`src/rtl/ringosc_freq_ctrl.sv`:
```
// Ring oscillator frequency measurement sequencer: enable ring, settle, count
// synchronised ring toggle edges over a gate window of clk cycles, report.
module ringosc_freq_ctrl #(
  parameter int GATE_W      = 20,
  parameter int CNT_W       = 16,
  parameter int SETTLE      = 16,
  parameter int SYNC_STAGES = 2
) (
  input  logic              clk,
  input  logic              rst,
  input  logic              start,
  input  logic [GATE_W-1:0] gate_cycles,
  output logic              ro_en,
  input  logic              ro_tog,
  output logic              busy,
  output logic              done,
  output logic [CNT_W-1:0]  count,
  output logic              overflow,
  output logic [1:0]        dbg_state
);

  // Handshake: start is a level sampled only while idle; done is a one-cycle
  // pulse after which count/overflow stay valid until the next accepted start.

  localparam int SW = (SETTLE > 1) ? $clog2(SETTLE) : 1;

  typedef enum logic [1:0] {
    S_IDLE    = 2'd0,
    S_SETTLE  = 2'd1,
    S_MEASURE = 2'd2,
    S_DONE    = 2'd3
  } state_t;

  state_t              state, state_nx;
  logic [GATE_W-1:0]   gate_q;
  logic [GATE_W-1:0]   gate_cnt;
  logic [SW-1:0]       settle_cnt;
  logic [SYNC_STAGES-1:0] sync;
  logic                hist;
  logic                tog_edge;
  logic                ro_en_nx, busy_nx, done_nx;

  assign tog_edge  = sync[SYNC_STAGES-1] ^ hist;
  assign dbg_state = state;

  always_comb begin
    state_nx = state;
    ro_en_nx = 1'b0;
    busy_nx  = 1'b0;
    done_nx  = 1'b0;
    case (state)
      S_IDLE:    if (start) state_nx = S_SETTLE;
      S_SETTLE:  if (settle_cnt == '0)
                   state_nx = (gate_q == '0) ? S_DONE : S_MEASURE;
      S_MEASURE: if (gate_cnt == '0) state_nx = S_DONE;
      S_DONE:    state_nx = S_IDLE;
      default:   state_nx = S_IDLE;
    endcase
    // Outputs are registered from the next state so ro_en never glitches.
    ro_en_nx = (state_nx == S_SETTLE) || (state_nx == S_MEASURE);
    busy_nx  = ro_en_nx;
    done_nx  = (state_nx == S_DONE);
  end

  always_ff @(posedge clk) begin
    if (rst) begin
      state      <= S_IDLE;
      ro_en      <= 1'b0;
      busy       <= 1'b0;
      done       <= 1'b0;
      count      <= '0;
      overflow   <= 1'b0;
      gate_q     <= '0;
      gate_cnt   <= '0;
      settle_cnt <= '0;
      sync       <= '0;
      hist       <= 1'b0;
    end else begin
      state <= state_nx;
      ro_en <= ro_en_nx;
      busy  <= busy_nx;
      done  <= done_nx;
      // The synchroniser runs in every state so the history is current at gate open.
      sync  <= {sync[SYNC_STAGES-2:0], ro_tog};
      hist  <= sync[SYNC_STAGES-1];
      case (state)
        S_IDLE: if (start) begin
          gate_q     <= gate_cycles;
          count      <= '0;
          overflow   <= 1'b0;
          settle_cnt <= SW'(SETTLE - 1);
        end
        S_SETTLE: begin
          if (settle_cnt == '0) begin
            if (gate_q != '0) gate_cnt <= gate_q - GATE_W'(1);
          end else begin
            settle_cnt <= settle_cnt - SW'(1);
          end
        end
        S_MEASURE: begin
          if (gate_cnt != '0) gate_cnt <= gate_cnt - GATE_W'(1);
          if (tog_edge) begin
            if (count == {CNT_W{1'b1}}) overflow <= 1'b1;
            else count <= count + CNT_W'(1);
          end
        end
        default: ;
      endcase
    end
  end

endmodule

```
`config.mk`:
```
export PLATFORM = sky130hd
export DESIGN_NAME = ringosc_freq_ctrl
export DESIGN_NICKNAME = d
export VERILOG_FILES = /design/src/rtl/ringosc_freq_ctrl.sv
export SDC_FILE = /design/constraint.sdc
export NUM_CORES = 1
export LEC_CHECK = 0
export ABC_AREA = 0
export CAP_MARGIN = 0
export CORE_AREA = 2 2 114 89
export CTS_CLUSTER_SIZE = 12
export DETAILED_ROUTE_END_ITERATION = 10
export DIE_AREA = 0 0 116 91
export MAX_ROUTING_LAYER = met4
export PLACE_DENSITY = 0.57
export SYNTH_ARGS = -nofsm -noshare
export SYNTH_HDL_FRONTEND = slang
export SYNTH_SLANG_ARGS = --single-unit
```
`constraint.sdc`:
```
create_clock -name clk -period 9.4 [get_ports clk]
set_clock_uncertainty 0.1 [all_clocks]
set_input_delay 1.88 -clock clk [delete_from_list [all_inputs] [get_ports clk]]
set_output_delay 1.88 -clock clk [all_outputs]
set_load 0.01 [all_outputs]
```
==> metrics.md <==
| Metric | Value |
|---|---|
| Setup crit end kind | `flop` |
| Non-Filler Instances | `between 600 and 700` |
| Async S/R FF share, synth | `0` |
| Number of I/O port buffers | `45` |
| R2r worst-path depth | `10` |
| Worst R2R End | `gate_cnt[16]` |
| Vias in the first global route | `around 3.2k` |
| R2R setup slack | `approximately 5700 ps` |
| Final hold vios | `0` |
| Syn Inst Count | `478` |
| Most common cell after layout, fill and taps aside | `nand2_1` |
| Worst setup SP type | `flop` |
| Ant diodes | `0` |
| Root Buffer | `clkbuf_16` |
| Critical Path RT | `9490 ps` |
| EDFF count, synth | `0` |
| Post-DRT Antenna Nets | `0` |
| Min-delay src | `sync[0]` |
| Die area | `10,560 um^2` |
| FP Rows | `31` |
| Final GP Congestion | `0.8393` |
| First-pass GRT wire length | `about 16,000 um` |
| Post-Syn Area | `roughly 3700 um^2` |
| Post-Route Utilization | `0.4833` |
| Worst-Margin Slew | `~1100 ps` |
| Post-CTS setup buffers | `0` |
| Sequential fraction of the synthesis area | `0.3688` |
| Most frequent cells in the layout | `nand2_1 (82), dfxtp_1 (68), nor2_1 (54), clkdlybuf4s50_1 (44), a21oi_1 (40)` |
| Slew margin rel. | `0.2340` |
| Hold Buf Count CTS | `0` |
| GRT Total Usage | `0.2015` |
| Clock sinks | `between 60 and 70` |
| Clock transition at the registers of the reported paths | `roughly 60 ps` |
| Core area | `roughly 9400 um^2` |
| Total wire length | `9956 um` |
| Number of detailed-route iterations in the first pass | `4` |
| R2r startpoint | `dbg_state[0]` |
| Fill cells | `a little under 1k` |
| Die X | `approximately 120 um` |
| Hold Path Class | `reg2reg` |
| Via/cell ratio | `between 5 and 6` |
| Synth area leader | `dfxtp_1` |
| FMAX | `~0.27 GHz` |
| # IOs | `46` |
| Library cells used by synthesis | `57` |
| Via count | `roughly 3.6k` |
| Wire per inst | `between 15 and 20 um` |
| Hold Crit Depth | `1` |
| FF+latch count, synth | `68` |
| Pin count of the biggest net entering global routing | `between 50 and 60` |
| Synth Flop Type | `dfxtp_1` |
| Post-layout min period | `around 3700 ps` |
| Critical path type | `reg2reg` |
| Syn nets | `506` |
| Synth area leaders | `dfxtp_1 (37%), nand2_1 (8.3%), nor2_1 (5.5%), a21oi_1 (5.4%), xor2_1 (3.8%)` |
| Layout cells sized above 1 | `0.06214` |
| Yosys top cell area share | `0.3688` |
| Syn_area_per_cell | `slightly below 8 um^2` |
| Post-DP HPWL | `6754 um` |
| Setup violations, final | `0` |
| # DRC | `0` |
| Initial Util | `0.3932` |
| Clock tree buffer depth | `2` |
| PwrDens | `207.5 nW/um^2` |
| Crit path cell chain | `nand2b_2 > buf_4 > mux2_4 > inv_1 > ha_1 > o211ai_1 > nor3_2 > nand3b_1 > a21oi_1 > o221ai_1` |
| Total Neg Setup Slack | `0 ps` |
| Worst path max stage delay | `between 600 and 700 ps` |
| Final net count | `approximately 540` |
| Slowest stage cell, crit path | `nor3_2` |
| Hold Slack | `between 300 and 400 ps` |
| Final Max Slew Viols | `0` |
| CTS Buf Count | `9` |
| CTS HTree Levels | `3` |
| Die height | `just over 90 um` |
| RSZ-0062 raised after global routing | `no` |
| WP data arrival | `between 3000 and 4000 ps` |
| Hold-critical path endpoint | `sync[1]` |
| Total gr overflow | `0` |
| CP max FO | `51` |
| Clock tree from TritonCTS | `built` |
| Initial antenna violation count | `0` |
| Lkg Pwr | `between 0.0015 and 0.002 uW` |
| Max Cap Violations | `0` |
| Yosys warnings | `0` |
| Area growth from synthesis to layout | `22.92%` |
| Final Cycle Share | `0.3933` |
| VDD IR max | `~0.095 mV` |
| Post-CTS Resized | `0` |
| Outcome | `finished clean` |
| Clk Latency, worst-skew pair | `330 ps` |
| DP Cell Count | `631` |
| Starting DRT DRC Count | `just under 300` |
-- per-stage QoR --
stage	worst slack [ps]	power, uW	cell area, um^2
after global routing	5464	991.0	4537
after detailed placement	5400	578.7	4213
after CTS	5736	946.2	4537
after floorplan	6124	515.1	3691
final	5703	941.4	4537
after global placement	5426	575.3	4213
-- report_power, final --
group,switching [uW],internal (uW)
Clock,131,233
Sequential,35.2,313
Combinational,138,90.2
-- registers in the layout, summed over array words and instances, names as in the netlist --
register	cells
busy	1
count	16
sync	2
overflow	1
done	1
hist	1
dbg_state	2
gate_q	20
gate_cnt	20
settle_cnt	4
-- cell usage after synthesis (9+ instances only) --
library cell   n
dfxtp_1       68
clkbuf_1      20
nand2_1       82
nor2_1        54
xor2_1        16
o21ai_0       12
nand4_1       15
or3_1          9
nor3_1        16
mux2i_1       10
nand3_1        9
a31oi_1       11
a21oi_1       40
-- cell families (layout without fill, tap and decap cells) --
group | count (synthesis) | after routing | share of synthesized area
and+or+nand+nor | 232 | 232 | 0.3010
AOI/OAI and AO/OA | 107 | 107 | 0.1936
DFF | 68 | 68 | 0.3688
buffers and inverters | 35 | 72 | 0.04000
xor gates and xnor gates | 19 | 19 | 0.04508
muxes | 13 | 13 | 0.03796
adders and majority gates | 4 | 4 | 0.01356
-- layout make-up --
class                           count  area [um^2]  area share
Sequential cell                    68         1361      0.3001
Clock inverter                      7        98.84     0.02179
Tap cell                          132        165.2     0.03640
Inverter                            7        26.28    0.005792
Multi-Input combinational cell    375         2185      0.4815
Timing Repair Buffer               49        475.5      0.1048
Clock buffer                        9        225.2     0.04964
-- critical path, delay by kind of cell (launching register included) --
family	cells	cell delay, ps
flops	1	630
mux	1	410
simple gates	3	1030
buf+inv	2	560
fa+ha+maj	1	210
compound gates	3	590
-- how the worst max path moves through the flow --
stage | start | end | slack, ps | cells past startpoint
after floorplan | start | count[14] | 6120 | 6
after global placement | start | count[3] | 5430 | 4
after detailed placement | start | count[3] | 5400 | 4
after CTS | start | count[3] | 5740 | 4
after global routing | dbg_state[0] | gate_cnt[18] | 5460 | 10
final | dbg_state[0] | gate_cnt[16] | 5700 | 10
-- layer usage --
| layer | track usage | routed length, um | part of all wire | vias up |
|---|---|---|---|---|
| li1 | - | - | - | 1795 |
| met2 | 0.2593 | 3947 | 0.40 | 102 |
| met5 | - | 0 | 0 | - |
| met4 | 0.04861 | 91 | 0.0091 | 0 |
| met1 | 0.3156 | 5357 | 0.54 | 1647 |
| met3 | 0.04072 | 559 | 0.056 | 10 |
Note: power is estimated with default switching activity, not from simulation.
